<file path="src/rtl/output_line_scheduler_if.sv">
// Readout-side bus of output_line_scheduler: line-RAM read port plus downstream
// valid/ready word stream. The scheduler uses the master modport.
interface output_line_scheduler_if #(
  parameter int ADDR_WIDTH = 12
);
  logic                  ram_rd_en;
  logic                  ram_rd_bank;
  logic [ADDR_WIDTH-1:0] ram_rd_addr;
  logic [31:0]           ram_rd_data;
  logic [31:0]           dout;
  logic                  dout_valid;
  logic                  dout_ready;

  modport master (
    output ram_rd_en, ram_rd_bank, ram_rd_addr,
    input  ram_rd_data,
    output dout, dout_valid,
    input  dout_ready
  );

  modport slave (
    input  ram_rd_en, ram_rd_bank, ram_rd_addr,
    output ram_rd_data,
    input  dout, dout_valid,
    output dout_ready
  );
endinterface

</file>
<file path="src/rtl/output_line_scheduler.sv">
// Ping-pong line RAM readout sequencer: one pending line slot, credit-limited reads
// into a 2-entry output FIFO. Optional per-line header word under `LINE_HEADER_EN.
module output_line_scheduler #(
  parameter int ADDR_WIDTH = 12,
  parameter int LCNT_WIDTH = 16
) (
  input  logic                  clk_i,
  input  logic                  rst_n_i,
  input  logic                  frame_start_i,
  input  logic                  line_done_i,
  input  logic                  line_bank_i,
  input  logic [ADDR_WIDTH-1:0] line_words_i,
  output logic                  line_active_o,
  output logic [LCNT_WIDTH-1:0] line_count_o,
  output logic                  overflow_o,
  output_line_scheduler_if.master bus
);

  typedef enum logic [1:0] {
    S_IDLE,
`ifdef LINE_HEADER_EN
    S_HDR,
`endif
    S_READ,
    S_FLUSH
  } state_t;

  state_t                r_state;
  logic                  r_pend_valid;
  logic                  r_pend_bank;
  logic [ADDR_WIDTH-1:0] r_pend_words;
  logic                  r_bank;
  logic [ADDR_WIDTH-1:0] r_words;
  logic [ADDR_WIDTH-1:0] r_cnt;
  logic                  r_in_flight;
  logic [31:0]           r_buf [2];
  logic                  r_wr_ptr;
  logic                  r_rd_ptr;
  logic [1:0]            r_occ;
  logic                  r_hold_bank;
  logic [ADDR_WIDTH-1:0] r_hold_addr;
  logic [LCNT_WIDTH-1:0] r_line_count;
  logic                  r_overflow;
  logic                  r_line_active;

  logic                  w_pop_pend;
  logic                  w_out_pop;
  logic [2:0]            w_fill;
  logic                  w_rd_en;
  logic                  w_push_hdr;
  logic                  w_push;
  logic [31:0]           w_push_data;

  assign w_pop_pend = (r_state == S_IDLE) && r_pend_valid;
  assign w_out_pop  = (r_occ != 2'd0) && bus.dout_ready;

  // Slots committed after this cycle: a word leaving now frees its slot for a new strobe,
  // which is what sustains one word per cycle with only two buffer entries.
  assign w_fill  = {1'b0, r_occ} + {2'b00, r_in_flight} - {2'b00, w_out_pop};
  assign w_rd_en = (r_state == S_READ) && (r_cnt != r_words) && (w_fill < 3'd2);

`ifdef LINE_HEADER_EN
  logic [15:0] w_lcnt16;
  logic [31:0] w_header;

  if (LCNT_WIDTH >= 16) begin : g_lcnt_trunc
    assign w_lcnt16 = r_line_count[15:0];
  end else begin : g_lcnt_ext
    assign w_lcnt16 = {{(16 - LCNT_WIDTH){1'b0}}, r_line_count};
  end

  assign w_header    = {8'hA5, 7'd0, r_bank, w_lcnt16};
  assign w_push_hdr  = (r_state == S_HDR);
  assign w_push_data = w_push_hdr ? w_header : bus.ram_rd_data;
`else
  assign w_push_hdr  = 1'b0;
  assign w_push_data = bus.ram_rd_data;
`endif

  // The header is only pushed right after IDLE, when no RAM data can be returning.
  assign w_push = r_in_flight || w_push_hdr;

  always_ff @(posedge clk_i or negedge rst_n_i) begin
    if (!rst_n_i) begin
      r_state       <= S_IDLE;
      r_pend_valid  <= 1'b0;
      r_pend_bank   <= 1'b0;
      r_pend_words  <= '0;
      r_bank        <= 1'b0;
      r_words       <= '0;
      r_cnt         <= '0;
      r_in_flight   <= 1'b0;
      r_wr_ptr      <= 1'b0;
      r_rd_ptr      <= 1'b0;
      r_occ         <= 2'd0;
      r_line_count  <= '0;
      r_overflow    <= 1'b0;
      r_line_active <= 1'b0;
    end else if (frame_start_i) begin
      r_state       <= S_IDLE;
      r_pend_valid  <= 1'b0;
      r_cnt         <= '0;
      r_in_flight   <= 1'b0;
      r_wr_ptr      <= 1'b0;
      r_rd_ptr      <= 1'b0;
      r_occ         <= 2'd0;
      r_line_count  <= '0;
      r_overflow    <= 1'b0;
      r_line_active <= 1'b0;
    end else begin
      r_in_flight <= w_rd_en;

      if (line_done_i) begin
        if (!r_pend_valid || w_pop_pend) begin
          r_pend_valid <= 1'b1;
          r_pend_bank  <= line_bank_i;
          r_pend_words <= line_words_i;
        end else begin
          r_overflow <= 1'b1;
        end
      end else if (w_pop_pend) begin
        r_pend_valid <= 1'b0;
      end

      if (w_push)    r_wr_ptr <= ~r_wr_ptr;
      if (w_out_pop) r_rd_ptr <= ~r_rd_ptr;
      r_occ <= r_occ + {1'b0, w_push} - {1'b0, w_out_pop};

      case (r_state)
        S_IDLE: begin
          if (r_pend_valid) begin
            r_bank        <= r_pend_bank;
            r_words       <= r_pend_words;
            r_cnt         <= '0;
            r_line_active <= 1'b1;
`ifdef LINE_HEADER_EN
            r_state       <= S_HDR;
`else
            r_state       <= S_READ;
`endif
          end
        end
`ifdef LINE_HEADER_EN
        S_HDR: r_state <= S_READ;
`endif
        S_READ: begin
          if (r_cnt == r_words) begin
            r_state <= S_FLUSH;
          end else if (w_rd_en) begin
            r_cnt <= r_cnt + ADDR_WIDTH'(1);
            if (r_cnt == r_words - ADDR_WIDTH'(1)) r_state <= S_FLUSH;
          end
        end
        S_FLUSH: begin
          if (!r_in_flight && (r_occ == 2'd0)) begin
            r_line_count  <= r_line_count + LCNT_WIDTH'(1);
            r_line_active <= 1'b0;
            r_state       <= S_IDLE;
          end
        end
        default: r_state <= S_IDLE;
      endcase
    end
  end

  // NOTE: FIFO storage has no reset; pointers and occupancy gate every read of it.
  always_ff @(posedge clk_i) begin
    if (w_push) r_buf[r_wr_ptr] <= w_push_data;
  end

  always_ff @(posedge clk_i or negedge rst_n_i) begin
    if (!rst_n_i) begin
      r_hold_bank <= 1'b0;
      r_hold_addr <= '0;
    end else if (w_rd_en) begin
      r_hold_bank <= r_bank;
      r_hold_addr <= r_cnt;
    end
  end

  assign bus.ram_rd_en   = w_rd_en;
  assign bus.ram_rd_bank = w_rd_en ? r_bank : r_hold_bank;
  assign bus.ram_rd_addr = w_rd_en ? r_cnt : r_hold_addr;
  assign bus.dout_valid  = (r_occ != 2'd0);
  assign bus.dout        = (r_occ != 2'd0) ? r_buf[r_rd_ptr] : 32'd0;

  assign line_active_o = r_line_active;
  assign line_count_o  = r_line_count;
  assign overflow_o    = r_overflow;

endmodule
</file>
<file path="src/flat_wrapper.sv">
// flat-port wrapper written by rule: the top's interface ports become plain ports
module output_line_scheduler_flat 
#(
  parameter int ADDR_WIDTH = 12,
  parameter int LCNT_WIDTH = 16
)
  (clk_i, rst_n_i, frame_start_i, line_done_i, line_bank_i, line_words_i, line_active_o, line_count_o, overflow_o, bus_ram_rd_en, bus_ram_rd_bank, bus_ram_rd_addr, bus_ram_rd_data, bus_dout, bus_dout_valid, bus_dout_ready);
  output_line_scheduler_if #(.ADDR_WIDTH(ADDR_WIDTH)) bus_i ();
  input  logic clk_i;
  input  logic rst_n_i;
  input  logic frame_start_i;
  input  logic line_done_i;
  input  logic line_bank_i;
  input  logic [ADDR_WIDTH-1:0] line_words_i;
  output logic line_active_o;
  output logic [LCNT_WIDTH-1:0] line_count_o;
  output logic overflow_o;
  output wire logic [$bits(bus_i.ram_rd_en)-1:0] bus_ram_rd_en;
  output wire logic [$bits(bus_i.ram_rd_bank)-1:0] bus_ram_rd_bank;
  output wire logic [$bits(bus_i.ram_rd_addr)-1:0] bus_ram_rd_addr;
  input wire logic [$bits(bus_i.ram_rd_data)-1:0] bus_ram_rd_data;
  output wire logic [$bits(bus_i.dout)-1:0] bus_dout;
  output wire logic [$bits(bus_i.dout_valid)-1:0] bus_dout_valid;
  input wire logic [$bits(bus_i.dout_ready)-1:0] bus_dout_ready;
  assign bus_ram_rd_en = bus_i.ram_rd_en;
  assign bus_ram_rd_bank = bus_i.ram_rd_bank;
  assign bus_ram_rd_addr = bus_i.ram_rd_addr;
  assign bus_i.ram_rd_data = bus_ram_rd_data;
  assign bus_dout = bus_i.dout;
  assign bus_dout_valid = bus_i.dout_valid;
  assign bus_i.dout_ready = bus_dout_ready;
  output_line_scheduler #(.ADDR_WIDTH(ADDR_WIDTH), .LCNT_WIDTH(LCNT_WIDTH)) u_core (.clk_i(clk_i), .rst_n_i(rst_n_i), .frame_start_i(frame_start_i), .line_done_i(line_done_i), .line_bank_i(line_bank_i), .line_words_i(line_words_i), .line_active_o(line_active_o), .line_count_o(line_count_o), .overflow_o(overflow_o), .bus(bus_i));
endmodule
</file>
<file path="config.mk">
export PLATFORM = sky130hd
export DESIGN_NAME = output_line_scheduler_flat
export DESIGN_NICKNAME = d
export VERILOG_FILES = /design/src/rtl/output_line_scheduler_if.sv /design/src/rtl/output_line_scheduler.sv /design/src/flat_wrapper.sv
export SDC_FILE = /design/constraint.sdc
export NUM_CORES = 1
export LEC_CHECK = 0
export BUFFER_PORTS_ARGS = -buffer_cell sky130_fd_sc_hd__buf_2
export CELL_PAD_IN_SITES_DETAIL_PLACEMENT = 1
export CELL_PAD_IN_SITES_GLOBAL_PLACEMENT = 1
export CORE_MARGIN = 2
export CORE_UTILIZATION = 30
export CTS_CLUSTER_DIAMETER = 200
export DETAILED_ROUTE_END_ITERATION = 16
export PLACE_DENSITY_LB_ADDON = 0.3
export SETUP_SLACK_MARGIN = 0.02
export SKIP_LAST_GASP = 1
export SLEW_MARGIN = 20
export SYNTH_ARGS = -nofsm -noshare
export SYNTH_HDL_FRONTEND = slang
export SYNTH_SLANG_ARGS = --single-unit
</file>
<file path="constraint.sdc">
create_clock -name clk_i -period 3.5 [get_ports clk_i]
set_input_delay 0.35 -clock clk_i [delete_from_list [all_inputs] [get_ports clk_i]]
set_output_delay 0.35 -clock clk_i [all_outputs]
set_load 0.01 [all_outputs]
</file>
# After elaboration in Yosys (flattened, before gate mapping)

Memory sizes are Yosys's and may differ from the RTL's.
Index checks and enable logic that the tools add are counted.

Memories: 1
Bits in read-only memories: 0
Bits in writable memories: 64
Register bits after elaboration: 77
Bits of input ports: 50
Bits in latches: 0

Memories:

| name         | words | width | rd ports | clocked after memory_dff | wr ports | RTL line                    | source |
|---|---|---|---|---|---|---|---|
| u_core.r_buf | 2     | 32    | 1        | 0                        | 1        | output_line_scheduler.sv:36 | `logic [31:0] r_buf [2];` |

$add $sub $neg: 7
Magnitude comparators: 1
Eq/ne operators: 13
Bitwise gates (word level): 3
Multiplexer cells: 37
Shift-type cells: 0
Div/mod/pow operators: 0
Reduce and logical (&&, ||, !) cells: 27
Multipliers: 0

Operators by type and width:

| operator              | number |
|---|---|
| $mux 12               | 5 |
| $mux 16               | 3 |
| $mux 32               | 1 |
| $eq 12x12->1          | 2 |
| $pmux 12 s2           | 1 |
| $mux 1                | 18 |
| $add 16x1->16 const B | 1 |
| $mux 2                | 7 |
| $add 12x1->12 const B | 1 |
| $ne 12x12->1          | 1 |
| $ne 3x2->1 const B    | 4 |
| $reduce_bool 2->1     | 6 |
| $sub 12x1->12 const B | 1 |
| $reduce_and 3->1      | 3 |
| $reduce_bool 3->1     | 3 |
| $reduce_and 4->1      | 2 |
| $pmux 2 s3            | 1 |
| $reduce_and 2->1      | 3 |
| $logic_and 1x1->1     | 5 |
| $logic_not 2->1       | 2 |
| $ne 4x3->1 const B    | 1 |
| $ne 4x4->1 const B    | 1 |
| $add 2x1->3           | 1 |
| $lt 3x2->1 const B    | 1 |
| 11 further kinds      | 14 |

# Longest topological paths before layout

Depth in word-level cells: 9
Depth in mapped cells: 15
Mapped depth without buffers: 14

# Least setup slack after synthesis

No wires, ideal clock.

Path kind: register to output
From: reg u_core.r_occ[1]
To: out bus_ram_rd_addr[10]
Arrival: 2.949 ns
Required time: 3.150 ns
Setup slack: 0.201 ns
Stages on the path, launching flop included: 14
Path buffers: 1
Path through: dfrtp_1 > nor2_2 > inv_2 > and2_1 > ha_1 > inv_1 > ha_1 > inv_1 > fa_1 > xnor2_1 > nand4b_1 > a31oi_2 > buf_6 > mux2_2

Cells in the longest elaborated chain, start to end: 6

Ends and longest elaborated chain:

| what                     | RTL line                     | source |
|---|---|---|
| start: declaration       | output_line_scheduler.sv:39  | `logic [1:0] r_occ;` |
| start signal: assignment | output_line_scheduler.sv:127 | `r_occ <= r_occ + {1'b0, w_push} - {1'b0, w_out_pop};` |
| $reduce_bool 2->1        | --                           |  |
| named net bus_dout_valid | flat_wrapper.sv:23           | `output wire logic [$bits(bus_i.dout_valid)-1:0] bus_dout_valid;` |
| $logic_and 1x1->1        | output_line_scheduler.sv:55  | `assign w_out_pop = (r_occ != 2'd0) && bus.dout_ready;` |
| $sub 3x1->3              | output_line_scheduler.sv:59  | `assign w_fill = {1'b0, r_occ} + {2'b00, r_in_flight} - {2'b00, w_out_pop};` |
| $lt 3x2->1               | output_line_scheduler.sv:60  | `assign w_rd_en = (r_state == S_READ) && (r_cnt != r_words) && (w_fill < 3'd2);` |
| $logic_and 1x1->1        | output_line_scheduler.sv:60  |  |
| named net bus_ram_rd_en  | flat_wrapper.sv:18           | `output wire logic [$bits(bus_i.ram_rd_en)-1:0] bus_ram_rd_en;` |
| $mux 12                  | output_line_scheduler.sv:183 | `assign bus.ram_rd_addr = w_rd_en ? r_cnt : r_hold_addr;` |
| end: declaration         | flat_wrapper.sv:20           | `output wire logic [$bits(bus_i.ram_rd_addr)-1:0] bus_ram_rd_addr;` |

The timed path passes the listed nets, and every way through them passes these cells.

# Final worst setup path

From: reg u_core.r_occ[1]
To: out bus_ram_rd_addr[3]

Cells in the longest elaborated chain, start to end: 6

Ends and longest elaborated chain:

| what                                                                | RTL line |
|---|---|
| parallel branches: the longest is 2 deep, another holds $add 2x1->3 | -- |
| $sub 3x1->3 *                                                       | output_line_scheduler.sv:59 |
| $lt 3x2->1 *                                                        | output_line_scheduler.sv:60 |
| $logic_and 1x1->1 *                                                 | output_line_scheduler.sv:60 |
| $mux 12 *                                                           | output_line_scheduler.sv:183 |

Every way passes the cells marked *.

==> out/results.tsv <==
metric	value	unit
status	complete, but fails checks	
ys_types	47	
final_area	0.00791	mm²
critPathKind	flip-flop to output pin	
dp_hpwl	9.70	mm
start_util	0.305	
synth_edf_count	64	
clock.fmax	276	MHz
cts_buffers	17	
grt_pass1_vias	4415	
ys.flop_type	dfrtp_1	
syn_inst	469	
rows	52	
cp_cell_sequence	nor2_2 > inv_2 > and2_4 > ha_4 > inv_4 > ha_4 > inv_2 > fa_2 > nand4b_1 > a31oi_4 > buf_6 > buf_12 > mux2_4 > buf_6	
seq_area_frac_synth	0.627	
post_drt_wl_per_cell	16.4	µm
cts_tree	done	
nets	657	
rrSetupSlack	0.22	ns
layout_commonest_cell	buf_2	
dr.pass1.iters	4	
die_h	147	µm
rr_endpoint	u_core.r_state[0]$_DFFE_PN0P_	
grt_max_degree	78	
slowest_delay	0.54	ns
slew_violations	0	
place_congestion	0.792	
antenna_found_initial	0	
antenna_left	0	
die_w	147	µm
place_ws	-0.0127	ns
cts_root_buf	clkbuf_16	
cp.arrival	3.27	ns
clock_path_buffers	2	
mostFrequentLayoutCells	buf_2 (100), dfrtp_1 (76), nor2_1 (73)	
r2r_cells	13	
portBuffers	114	
yosys_warnings	0	
rsz0062_at_grt	yes	
finClkSkew	0.0123	ns
crit_path_top_delay_cell	fa_2	
drive_above_1_share	0.358	
die_area	0.0216	mm²
top_level_ports	115	
min_period_over_period	1.03	
clkSinkCount	141	
syn2layout_area_growth	28.8	%
drcViolationCount	0	
track_usage	0.141	
clkLatencyLatePin	0.43	ns
start_kind	flip-flop	
period_needed	3.62	ns
cp_max_fo	7	
fillCellCount	2179	
cap_violations	0	
worst_pin_slew	1.01	ns
setup.worst_path.start	u_core.r_occ[1]$_DFF_PN0_	
setup_violations	13	
crit_end	bus_ram_rd_addr[3]	
avgViaCountPerCell	4.64	
required	3.15	ns
postRouteWirelength	14.5	mm
crit-reg2reg-launch	u_core.r_occ[1]$_DFF_PN0_	
clk_pin_slew_worst_paths	0.06	ns
leakagePower	3.33	nW
drtIter0Drc	128	
grt_pass1_wl	23.7	mm
ctsHtreeMaxLevel	4	
violations	negative setup slack	
postSynthAreaPerCell	13.1	µm²
path_buf_inv	6	
worst-path-stages	14	
hold_violations	0	
slew_headroom	0.327	
ir_drop	0.364	mV
synth-seq-cells	141	
placed_cell_area	0.00700	mm²
overflow	0	
insertedDiodeCount	0	
async_flop_share	0.546	
end_kind	output pin	
core-area	0.0202	mm²
postLayoutSetupSlackWorst	-0.121	ns
hold_slack	0.114	ns
final_core_util	0.392	
fin_tns_setup	-1.15	ns
path_delay_family	adder cells	
syn_area	0.00614	mm²
syn_nets	525	
power_density	657	mW/mm²
vias	4099	
hp-class	primary input to flip-flop	
## routing by layer
metal / track usage / routed length, µm
met5: 0 / 0
met4: 0.0466 / 167
met3: 0.0435 / 691
met2: 0.244 / 7640
met1: 0.168 / 6040
## final cells by class
type                    instances  area [µm²]  area share
clock inverters                15         153      0.0193
flip-flops and latches        141        3850       0.487
well taps                     270         338      0.0427
inverters                       9        36.3     0.00459
multi-input cells             298        2250       0.285
clock buffers                  17         425      0.0538
repair buffers                134         856       0.108
## cell families (layout without fill, tap and decap cells)
kind of cell / after synthesis / in the layout / share of synthesized area
xor gates and xnor gates: 43 / 43 / 0.0613
buffers and inverters: 30 / 175 / 0.0222
and+or+nand+nor: 150 / 150 / 0.120
AOI/OAI and AO/OA: 26 / 26 / 0.0295
muxes: 73 / 73 / 0.127
adders and majority gates: 6 / 6 / 0.0134
DFF: 141 / 141 / 0.627
## flip-flops by register name, summed over array words and instances, names as in the netlist, 2 cells and up
register	flops
u_core.r_cnt	12
u_core.r_buf	64
u_core.r_words	12
u_core.r_occ	2
u_core.r_pend_words	12
u_core.line_count_o	16
u_core.r_state	2
u_core.r_hold_addr	12
## where the power goes
part / switching (W) / internal [W]
Sequential: 0.000195 / 0.00190
Combinational: 0.000686 / 0.000666
Clock: 0.000754 / 0.00100
Total: 0.00164 / 0.00356
## worst min path at each step
stage | slack (ns) | endpoint | cells past startpoint | from
finish | 0.11 | u_core.r_buf[1][28]$_DFFE_PP_ | 1 | bus_ram_rd_data[28]
global route | 0.09 | u_core.r_buf[0][9]$_DFFE_PP_ | 1 | bus_ram_rd_data[9]
CTS | 0.09 | u_core.r_buf[0][14]$_DFFE_PP_ | 1 | bus_ram_rd_data[14]
detailed placement | 0.48 | u_core.r_hold_addr[0]$_DFF_PN0_ | 1 | u_core.r_hold_addr[0]$_DFF_PN0_
global placement | 0.48 | u_core.r_hold_addr[4]$_DFF_PN0_ | 1 | u_core.r_hold_addr[4]$_DFF_PN0_
floorplan | 0.05 | u_core.line_active_o$_DFFE_PN0P_ | 0 | rst_n_i
## through the flow
step           cells  total power [W]
2_1_floorplan    469          0.00283
3_3_place_gp     837          0.00322
3_5_place_dp     837          0.00327
4_1_cts          879          0.00526
5_1_grt          884          0.00551
6_report         884          0.00520
## synthesized netlist by cell type (2+ instances only)
cell type / n / share of area
a31oi_1: 2 / 0.0020
nor3_1: 4 / 0.0033
nand3b_1: 2 / 0.0024
nand2b_1: 2 / 0.0020
or3_1: 3 / 0.0031
xor2_1: 24 / 0.034
and2_1: 4 / 0.0041
mux2i_1: 35 / 0.057
clkbuf_1: 13 / 0.0079
nor3_4: 2 / 0.0053
nor4_1: 2 / 0.0020
nor2_1: 74 / 0.045
nand4b_1: 3 / 0.0043
mux2_2: 38 / 0.070
nand4_1: 11 / 0.011
buf_6: 2 / 0.0037
and3_1: 11 / 0.011
edfxtp_1: 64 / 0.31
ha_1: 5 / 0.010
dfrtp_1: 77 / 0.31
o21ai_0: 8 / 0.0065
xnor2_1: 19 / 0.027
buf_2: 2 / 0.0016
nand3_1: 5 / 0.0041
inv_1: 8 / 0.0049
clkbuf_2: 2 / 0.0016
and4_1: 2 / 0.0029
a21oi_1: 7 / 0.0057
nand2_1: 18 / 0.011
nor2b_1: 3 / 0.0031
## worst register-to-register path, stage by stage, from the launching register on
cell and delay, ns:
dfrtp_1 0.40, nor2_2 0.16, inv_2 0.05, and2_4 0.14
ha_4 0.22, inv_4 0.06, ha_4 0.12, inv_2 0.04
fa_2 0.54, nand4b_1 0.19, or4_1 0.60, a2111oi_2 0.22
o2111ai_1 0.20, a31o_1 0.25
## repair_timing
action | CTS | global route
setup buffers | 8 | 5
hold buffers | 0 | 1
gates resized for setup | 38 | 1
pin swaps | 5 | 2
setup endpoints to repair | 15 | 14
cloned | 2 | 0
endpoints found under the hold margin | 0 | 7
Note: power is estimated with default switching activity, not from simulation.
